--- src/rtl/cv32e40x_ex_fu_ctrl.sv ---
// EX-stage functional-unit sequencer: single-cycle ALU bypass, valid/ready issue to
// the multi-cycle MUL/DIV units, result buffering, and kill/halt handling.
module cv32e40x_ex_fu_ctrl #(
    parameter int unsigned CNT_W = 6
) (
    input  logic             clk,
    input  logic             rst_n,
    input  logic             instr_valid_i,
    input  logic [2:0]       fu_sel_i,
    input  logic [31:0]      alu_result_i,
    input  logic             kill_i,
    input  logic             halt_i,
    output logic             mul_valid_o,
    input  logic             mul_ready_i,
    input  logic             mul_valid_i,
    output logic             mul_ready_o,
    input  logic [31:0]      mul_result_i,
    output logic             div_valid_o,
    input  logic             div_ready_i,
    input  logic             div_valid_i,
    output logic             div_ready_o,
    input  logic [31:0]      div_result_i,
    output logic             abort_o,
    input  logic             wb_ready_i,
    output logic             ex_valid_o,
    output logic             ex_ready_o,
    output logic [31:0]      rf_wdata_o,
    output logic             busy_o,
    output logic [CNT_W-1:0] stall_cnt_o
);

    localparam logic [1:0] IDLE     = 2'd0;
    localparam logic [1:0] WAIT_RES = 2'd1;
    localparam logic [1:0] WAIT_WB  = 2'd2;

    logic [1:0]       state_q, state_d;
    logic             div_sel_q, div_sel_d;
    logic [31:0]      buf_q, buf_d;
    logic [CNT_W-1:0] cnt_q, cnt_d;
    logic             out_en_q;

    logic        en, go, unit_op, op_div, u_valid, u_ready;
    logic [31:0] u_result;

    // Outputs stay quiet during reset and for the first cycle after it.
    assign en       = rst_n & out_en_q;
    assign go       = instr_valid_i & ~kill_i & ~halt_i;
    assign unit_op  = fu_sel_i[2] | fu_sel_i[1];
    assign op_div   = fu_sel_i[2];
    assign u_valid  = div_sel_q ? div_valid_i  : mul_valid_i;
    assign u_result = div_sel_q ? div_result_i : mul_result_i;

    always_comb begin
        state_d     = state_q;
        div_sel_d   = div_sel_q;
        buf_d       = buf_q;
        cnt_d       = cnt_q;
        mul_valid_o = 1'b0;
        div_valid_o = 1'b0;
        u_ready     = 1'b0;
        abort_o     = 1'b0;
        ex_valid_o  = 1'b0;
        ex_ready_o  = 1'b0;
        rf_wdata_o  = '0;

        if (en) begin
            case (state_q)
                WAIT_RES: rf_wdata_o = u_result;
                WAIT_WB:  rf_wdata_o = buf_q;
                default:  rf_wdata_o = alu_result_i;
            endcase

            if (kill_i) begin
                // A pending request in IDLE may have been sampled by the unit, so abort it too.
                ex_ready_o = 1'b1;
                abort_o    = (state_q == WAIT_RES) |
                             ((state_q == IDLE) & instr_valid_i & unit_op);
                state_d    = IDLE;
                cnt_d      = '0;
            end else begin
                case (state_q)
                    IDLE: begin
                        if (go) begin
                            if (unit_op) begin
                                mul_valid_o = ~op_div;
                                div_valid_o = op_div;
                                if (op_div ? div_ready_i : mul_ready_i) begin
                                    state_d   = WAIT_RES;
                                    div_sel_d = op_div;
                                    cnt_d     = '0;
                                end
                            end else begin
                                ex_valid_o = 1'b1;
                                ex_ready_o = wb_ready_i;
                            end
                        end else begin
                            ex_ready_o = ~instr_valid_i;
                        end
                    end
                    WAIT_RES: begin
                        cnt_d = (&cnt_q) ? cnt_q : cnt_q + 1'b1;
                        if (u_valid) begin
                            u_ready = 1'b1;
                            if (wb_ready_i & ~halt_i) begin
                                ex_valid_o = 1'b1;
                                ex_ready_o = 1'b1;
                                state_d    = IDLE;
                            end else begin
                                buf_d      = u_result;
                                ex_valid_o = ~halt_i;
                                state_d    = WAIT_WB;
                            end
                        end
                    end
                    WAIT_WB: begin
                        ex_valid_o = ~halt_i;
                        if (~halt_i & wb_ready_i) begin
                            ex_ready_o = 1'b1;
                            state_d    = IDLE;
                        end
                    end
                    default: state_d = IDLE;
                endcase
            end
        end
    end

    assign mul_ready_o = u_ready & ~div_sel_q;
    assign div_ready_o = u_ready & div_sel_q;
    assign busy_o      = en & (state_q != IDLE);
    assign stall_cnt_o = en ? cnt_q : '0;

    always_ff @(posedge clk) begin
        if (!rst_n) begin
            state_q   <= IDLE;
            div_sel_q <= 1'b0;
            buf_q     <= '0;
            cnt_q     <= '0;
            out_en_q  <= 1'b0;
        end else begin
            state_q   <= state_d;
            div_sel_q <= div_sel_d;
            buf_q     <= buf_d;
            cnt_q     <= cnt_d;
            out_en_q  <= 1'b1;
        end
    end

endmodule

--- config.mk ---
export PLATFORM = sky130hd
export DESIGN_NAME = cv32e40x_ex_fu_ctrl
export DESIGN_NICKNAME = d
export VERILOG_FILES = /design/src/rtl/cv32e40x_ex_fu_ctrl.sv
export SDC_FILE = /design/constraint.sdc
export NUM_CORES = 1
export LEC_CHECK = 0
export BUFFER_PORTS_ARGS = -buffer_cell sky130_fd_sc_hd__buf_2
export CAP_MARGIN = 20
export CORE_AREA = 5 5 87 89
export CTS_CLUSTER_SIZE = 24
export DETAILED_ROUTE_END_ITERATION = 8
export DIE_AREA = 0 0 92 94
export PLACE_DENSITY_LB_ADDON = 0.3
export SLEW_MARGIN = 20
export SYNTH_ARGS = -nofsm -noshare
export SYNTH_HDL_FRONTEND = slang
export SYNTH_SLANG_ARGS = --single-unit
--- constraint.sdc ---
create_clock -name clk -period 2.57 [get_ports clk]
set_clock_uncertainty 0.05 [all_clocks]
set_input_delay 0.771 -clock clk [delete_from_list [all_inputs] [get_ports clk]]
set_output_delay 0.771 -clock clk [all_outputs]
set_load 0.03 [all_outputs]
**Word level (Yosys, flattened, before mapping)**

Cells that the tools add are included.

- Flip-flop bits (word level): 42
- Bits in latches: 0
- RAM bits: 0
- ROM bits: 0
- Input port bits: 109
- Logic and storage cells: 90
- Memories: 0

- Add/subtract/negate cells: 1
- $mul: 0
- Divide/modulo/power cells: 0
- Magnitude comparators: 0
- Eq/ne operators: 8
- Shift-type cells: 0
- Multiplexer cells: 51
- Bitwise operators: 17
- Reductions and logical operators: 8

Operators with widths:

| operator | count |
|---|---|
| $mux 32 | 2 |
| $pmux 32 s2 | 1 |
| $mux 6 | 6 |
| $mux 1 | 31 |
| $reduce_and 6->1 | 4 |
| $ne 3x3->1 const B | 5 |
| $mux 2 | 7 |
| $pmux 6 s2 | 1 |
| $and 1x1->1 | 9 |
| $add 6x1->6 const B | 1 |
| $not 1->1 | 6 |
| $pmux 1 s3 | 2 |
| $pmux 2 s3 | 1 |
| $reduce_and 5->1 | 1 |
| $ne 3x2->1 const B | 1 |
| $reduce_bool 3->1 | 1 |
| $eq 2x1->1 const B | 1 |
| $eq 2x2->1 const B | 1 |
| $logic_not 2->1 | 1 |
| $or 1x1->1 | 2 |
| $reduce_bool 2->1 | 1 |

**Depth between registers and ports, before layout**

Gate-level depths: netlist of the first run.

- Depth in word-level cells: 7
- Depth in mapped cells: 9

**Worst setup path before layout of the first run**

No wires, ideal clock.

- Kind: reg-to-output
- From: reg state_q[0]
- To: out rf_wdata_o[23]
- Arrival time: 2.097 ns
- Data required time: 1.749 ns
- Slack: -0.348 ns
- Stages on the path, launching flop included: 7
- Buffers on the path: 2
- Path through: dfxtp_1 -> inv_1 -> ha_1 -> clkbuf_1 -> clkbuf_1 -> nor2_1 -> a211oi_1

- Longest elaborated chain between the ends: 3
- Elaborated cells on any way between the ends: 4
- Classes of those cells: eq/ne: 2; mux: 2

RTL lines:

| what | line | text |
|---|---|---|
| start, declared | 36 | `logic [1:0] state_q, state_d;` |
| start signal, assigned | 141 | `state_q <= state_d;` |
| $eq 2x2->1 or $eq 2x1->1 (tied branches) | 67 | `case (state_q)` |
| $pmux 32 s2 (*) | 67 |  |
| $mux 32 (*) | 66 | `if (en) begin` |
| end, declared | 27 | `output logic [31:0] rf_wdata_o,` |

Mark *: on every way between the ends. The rest lies on a longest branch, timed or not.

**Worst setup path in the final report of the first run**

- From: in fu_sel_i[1]
- To: out ex_ready_o

- Longest elaborated chain between the ends: 6

RTL lines:

| what | line | text |
|---|---|---|
| start, declared | 9 | `input logic [2:0] fu_sel_i,` |
| $or 1x1->1 | 48 | `assign unit_op = fu_sel_i[2] \| fu_sel_i[1];` |
| $mux 1 | 84 | `if (unit_op) begin` |
| $mux 1 | 83 | `if (go) begin` |
| $pmux 1 s3 | 81 | `case (state_q)` |
| $mux 1 | 73 | `if (kill_i) begin` |
| $mux 1 | 66 |  |
| end, declared | 26 | `output logic ex_ready_o,` |

Every way passes these cells.

==> flow_summary.json, run 1 <==
{
  "syn_avg_cell_area_um2": 8.588,
  "startpoint_type": "input pin",
  "synth_xor_area_frac": 0,
  "p_per_area_nw_per_um2": 323.1,
  "synth_fa_ha_area_frac": 0.02435,
  "grt_pass1_vias": 3637,
  "setup_ws_ps": -113.3,
  "synth_simple_gate_area_share": 0.1968,
  "track_usage": 0.2452,
  "viasPerCell": 5.758,
  "port_buffers": 153,
  "clk_path_buf_depth": 2,
  "arrival_ps": 1860,
  "worstPathMaxFanout": 3,
  "dp_hpwl_um": 7061,
  "design.core.area_um2": 6681,
  "synth-compound-area-share": 0.2179,
  "synth_cell_type_count": 40,
  "hold_viol_final": 0,
  "period_needed_ps": 2683,
  "finalPower_mw": 1.822,
  "yosysSeqAreaShare": 0.2727,
  "rows": 30,
  "cts.sinks": 42,
  "period_share": 1.044,
  "ys_seq_elements": 42,
  "final_cell_mix": "113 x buf_2, 39 x dfxtp_1, 38 x buf_6",
  "clk_pin_slew_ps": 80,
  "rsz0062_at_grt": "yes",
  "antenna_left": 0,
  "cts-root-buf": "clkbuf_8",
  "die-area_um2": 8648,
  "drc": 0,
  "status": "finished, violations left",
  "fmax_mhz": 372.7,
  "first_pass_iters": 4,
  "synth_mux_area_frac": 0.2240,
  "wl_per_cell_um": 20.24,
  "power.net_switching_uw": 604.9,
  "synthesis.nets": 474,
  "holdBufCountCts": 0,
  "nets": 654,
  "setup_violations": 20,
  "dieHeight_um": 94,
  "switching_share": 0.3320,
  "hold_path_class": "flip-flop to flip-flop",
  "clk_latency_ps": 290,
  "tns_ps": -896.1,
  "n_antenna_cell": 0,
  "grt_antenna_before_repair": 0,
  "htreeDepth": 2,
  "boundaryPins": 155,
  "via_count": 3570,
  "cts_made_buffers": 5,
  "routed_wl_um": 12550,
  "cp.required_ps": 1750,
  "yosysWarnings": 0,
  "syn_to_final_growth_pct": 82.91,
  "fill_cells": 367,
  "tightest_slew_ps": 990.5,
  "grt_pass1_wl_um": 17450,
  "cts_tree": "yes",
  "maxCapViolCount": 0,
  "power_frac_comb": 0.394,
  "total_leakage_power_nw": 2.129,
  "mostFrequentLayoutCell": "buf_2",
  "clockPowerShare": 0.244,
  "power.internal_mw": 1.217,
  "syn_inst": 359,
  "layout-drive-gt1-share": 0.6481,
  "overflow": 0,
  "cp-end-kind": "primary output",
  "initial_core_util": 0.4614,
  "gp_congestion": 0.7923,
  "grt_start_max_net_pins": 49,
  "slew_headroom": 0.3292,
  "ir_drop_mv": 0.1931,
  "violations": "setup timing",
  "slew_violations": 0,
  "crit_type": "input pin to primary output",
  "power_frac_seq": 0.361,
  "fin_util": 0.8440,
  "synth_area_um2": 3083,
  "synth_top_family_by_area": "multiplexers",
  "fp.dieW_um": 92,
  "first_iter_violations": 178
}
-- layer usage --
metal	vias to the layer above	routed length, um	global-route usage
met5	-	0	0
met2	179	6617	0.4440
met4	0	236	0.08416
li1	1664	-	-
met3	18	873	0.04567
met1	1709	4819	0.2896
-- registers in the layout, summed over array words and instances (netlist names) --
name / count
buf_q: 32
cnt_q: 6
state_q: 2
div_sel_q: 1
out_en_q: 1
-- cell type report --
type | instances | area [um2] | share of cell area
multi-input cells | 276 | 2820 | 0.5001
repair buffers | 206 | 1734 | 0.3075
flip-flops and latches | 42 | 852.1 | 0.1511
well taps | 80 | 100.1 | 0.01775
clock buffers | 6 | 82.58 | 0.01464
inverters | 8 | 37.54 | 0.006656
clock inverters | 2 | 12.51 | 0.002219
-- kinds of logic (layout without fill, tap and decap cells) --
group	after synthesis	count (layout)
AND/OR/NAND/NOR	113	113
AO/OA/AOI/OAI	92	92
buffers and inverters	41	222
flip-flops	42	42
multiplexers	65	65
adder cells (fa/ha/maj)	6	6
-- synthesized netlist by cell type (all sizes together) --
master    n  area, um2
a211oi   32      240.2
a21boi    2      15.02
a21oi     3      15.01
a22oi    33      247.7
a2bb2oi   1      8.760
a31oi     3      18.77
and2      1      6.260
and3      8      50.05
buf      10      81.32
clkbuf   23      86.33
dfxtp    42      840.8
ha        6      75.07
inv       8      30.03
mux2     32      360.4
mux2i    33      330.3
nand2     8      30.03
nand2b    4      32.53
nand3     5      25.02
nand4bb   1      11.26
nor2     41      153.9
nor2b    33      206.5
nor3      3      15.01
nor3b     1      7.510
nor4      1      6.260
nor4b     1      23.77
o211ai    2      15.01
o21ai     8      40.04
o21bai    1      7.510
o221a     2      22.52
o22ai     1      6.260
o311ai    3      26.28
o41ai     1      8.760
or2       3      18.77
or3       2      12.51
or4       1      7.510
-- metrics by stage --
| step | instances | setup slack (ps) | hold WS (ps) | instance area, um2 |
|---|---|---|---|---|
| 2_1_floorplan | 359 | -146.8 | 426.4 | 3450 |
| 3_3_place_gp | 585 | -236.7 | 445.8 | 4398 |
| 5_1_grt | 620 | -157.3 | 509.2 | 5639 |
| 6_report | 620 | -113.3 | 483.3 | 5639 |
| 3_5_place_dp | 585 | -256.1 | 457.1 | 4398 |
| 4_1_cts | 608 | -197.0 | 474.8 | 5057 |
-- final timing paths --
path                      to         from  depth (start not counted)  slack (ps)
hold reg to reg    buf_q[18]    buf_q[18]                          2         480
hold / removal     buf_q[18]    buf_q[18]                          2         480
setup reg to reg    cnt_q[4]   state_q[1]                          7         210
setup / recovery  ex_ready_o  fu_sel_i[1]                          6        -110
-- power by group through the flow --
stage | clock [mW] | sequential, mW | combinational, mW
2_1_floorplan | 0 | 0.672 | 0.324
3_3_place_gp | 0 | 0.674 | 0.488
3_5_place_dp | 0 | 0.674 | 0.498
4_1_cts | 0.453 | 0.658 | 0.611
5_1_grt | 0.475 | 0.659 | 0.757
6_report | 0.445 | 0.658 | 0.718
-- worst max-delay path, stage by stage --
cell       delay [ps]
buf_6             100
or2_4             250
a2bb2oi_2         130
or3_4             360
o22ai_4           110
buf_6             150
-- repair_timing --
action / 4_1_cts / 5_1_grt
resized for setup: 94 / 125
endpoints found under the setup margin: 39 / 38
buffers inserted: 11 / 8
pin swaps: 12 / 48
gates cloned: 4 / 6
No activity file was read; power rests on OpenSTA's default activity.
==> run 2: changes to the inputs <==
--- a/config.mk
+++ b/config.mk
@@ -5,12 +5,13 @@
 export SDC_FILE = /design/constraint.sdc
 export NUM_CORES = 1
 export LEC_CHECK = 0
+export ABC_AREA = 1
 export BUFFER_PORTS_ARGS = -buffer_cell sky130_fd_sc_hd__buf_2
 export CAP_MARGIN = 20
-export CORE_AREA = 5 5 87 89
+export CORE_AREA = 5 5 89 91
 export CTS_CLUSTER_SIZE = 24
 export DETAILED_ROUTE_END_ITERATION = 8
-export DIE_AREA = 0 0 92 94
+export DIE_AREA = 0 0 94 96
 export PLACE_DENSITY_LB_ADDON = 0.3
 export SLEW_MARGIN = 20
 export SYNTH_ARGS = -nofsm -noshare
==> run 2 against run 1 <==
The run still ends with setup timing left. Global-route usage is 1.3 points lower. Core utilization is 17 points lower. Register-to-register slack improved by 670 ps. Count of clock-buffer cells in the layout unchanged.
==> flow_summary.json, run 2 <==
{
  "synth_flop_cell": "dfxtp_1",
  "grt_antenna_before_repair": 0,
  "htreeDepth": 2,
  "dieHeight_um": 96,
  "setup_violations": 2,
  "drc": 0,
  "hold_viol_final": 0,
  "period_needed_ps": 2664,
  "wl_per_cell_um": 14.10,
  "ys_seq_elements": 42,
  "syn_avg_cell_area_um2": 5.990,
  "p_per_area_nw_per_um2": 369.5,
  "first_pass_iters": 4,
  "antenna_left": 0,
  "yosysWarnings": 0,
  "synth-edff-count": 0,
  "setup_ws_ps": -93.55,
  "fmax_mhz": 375.4,
  "crit_path_end": "ex_ready_o",
  "gp_congestion": 0.8614,
  "cts_tree": "yes",
  "synth_area_um2": 3217,
  "port_buffers": 153,
  "status": "finished, violations left",
  "viasPerCell": 5.071,
  "synth_top_area_cell": "dfxtp_1",
  "grt_start_max_net_pins": 40,
  "critPathLaunch": "state_q[1]",
  "reg_top3": "buf_q (32), cnt_q (6), state_q (2)",
  "initial_core_util": 0.4557,
  "stdcell_area_um2": 4783,
  "syn_to_final_growth_pct": 48.70,
  "synth_cell_type_count": 28,
  "routed_wl_um": 11130,
  "cts-root-buf": "clkbuf_8",
  "overflow": 0,
  "worstPathMaxFanout": 4,
  "dp_hpwl_um": 7701,
  "first_iter_violations": 182,
  "startpoint_type": "flip-flop",
  "n_antenna_cell": 0,
  "crit_type": "flip-flop to primary output",
  "slew_headroom": 0.7322,
  "cts.sinks": 42,
  "grt_pass1_vias": 3882,
  "ys_top_cells_by_area": "dfxtp_1 26%, nand2_1 23%, o21ai_0 6.4%",
  "design.core.area_um2": 7059,
  "yosysSeqAreaShare": 0.2614,
  "synthTopCellsByCount": "194 x nand2_1, 54 x inv_1, 42 x dfxtp_1, 41 x o21ai_0, 33 x a21oi_1",
  "top_register": "buf_q",
  "reg2reg_from": "state_q[1]",
  "clk_path_buf_depth": 2,
  "tightest_slew_ps": 401.7,
  "via_count": 4001,
  "period_share": 1.036,
  "track_usage": 0.2320,
  "arrival_ps": 1840,
  "cts_made_buffers": 5,
  "violations": "setup timing",
  "maxCapViolCount": 0,
  "largest_reg_flops": 32,
  "clk_pin_slew_ps": 80,
  "async_reset_ff_frac": 0,
  "boundaryPins": 155,
  "fp.dieW_um": 94,
  "mostFrequentLayoutCell": "nand2_1",
  "r2r_slack_ps": 880,
  "grt_pass1_wl_um": 17080,
  "holdBufCountCts": 0,
  "reg2reg_to": "state_q[1]",
  "slew_violations": 0,
  "synthesis.nets": 652,
  "hold_start": "buf_q[7]",
  "nets": 804,
  "die-area_um2": 9024,
  "ir_drop_mv": 0.1947,
  "r2r_cells": 10,
  "synthMostInstantiatedCell": "nand2_1",
  "hold_path_class": "flip-flop to flip-flop",
  "cp-end-kind": "primary output",
  "yosysTopAreaCellShare": 0.2614,
  "clk_latency_ps": 300,
  "final_cell_mix": "192 x nand2_1, 119 x buf_2, 49 x inv_1",
  "syn_inst": 537,
  "layout-drive-gt1-share": 0.3812,
  "rsz0062_at_grt": "yes",
  "rows": 31,
  "dpl_cell_area_um2": 4342,
  "fill_cells": 622,
  "timing.hold.ws_ps": 399.6,
  "cp.required_ps": 1750,
  "total_leakage_power_nw": 2.061,
  "tns_ps": -94.28
}
==> run 2: worst min path at each step <==
stage,slack (ps),end,cells past startpoint
after floorplan,370,buf_q[17],2
after global placement,380,buf_q[18],2
after detailed placement,390,buf_q[14],2
after CTS,400,buf_q[14],2
after global routing,420,buf_q[31],2
final,400,buf_q[7],2
==> run 2: kinds of logic (layout without fill, tap and decap cells) <==
family,after synthesis,count (layout),synth area share
simple gates,251,251,0.3302
fa+ha+maj,6,6,0.02334
buf+inv,94,247,0.1357
flops,42,42,0.2614
compound gates,144,144,0.2493
==> run 2: through the flow <==
stage | util | std cells | setup slack (ps) | total power, mW
5_1_grt | 0.6776 | 789 | -147.9 | 1.846
3_3_place_gp | 0.6150 | 775 | 35.63 | 1.194
4_1_cts | 0.6429 | 784 | -17.78 | 1.693
3_5_place_dp | 0.6150 | 775 | -13.52 | 1.203
2_1_floorplan | - | 537 | -41.04 | 1.003
6_report | 0.6776 | 789 | -93.55 | 1.768
==> run 2: worst max-delay path, cell delays in order, from the launching register on <==
cell and delay, ps:
dfxtp_4 380, inv_6 90, ha_4 150, inv_4 40
nor2_4 110, nand2_1 80, nor2_2 140, nand2_1 70
o21ai_1 130, o21ai_1 100, nand2_1 110, buf_6 140
==> run 2: power by group <==
group          switching, mW  internal, mW
clock                  0.243         0.216
combinational          0.368         0.278
sequential           0.00688         0.656
==> run 2: layout make-up <==
class / count / area (um2) / share of cell area
Clock buffer: 6 / 82.58 / 0.01726
Clock inverter: 2 / 12.51 / 0.002616
Inverter: 57 / 229.0 / 0.04787
Multi-Input combinational cell: 401 / 2216 / 0.4632
Sequential cell: 42 / 848.3 / 0.1773
Tap cell: 99 / 123.9 / 0.02590
Timing Repair Buffer: 182 / 1271 / 0.2658
==> run 2: repair_timing <==
action | 4_1_cts | 5_1_grt
pin swaps | 0 | 7
endpoints found under the setup margin | 34 | 37
gates resized for setup | 21 | 95
buffers inserted | 0 | 4
gates cloned | 1 | 1
==> run 2: layer usage <==
metal | vias up | routed length (um) | global-route usage
met5 | - | 0 | 0
met4 | 0 | 199 | 0.07702
met3 | 19 | 735 | 0.04848
met2 | 147 | 5559 | 0.4205
met1 | 1799 | 4634 | 0.2720
li1 | 2036 | - | -
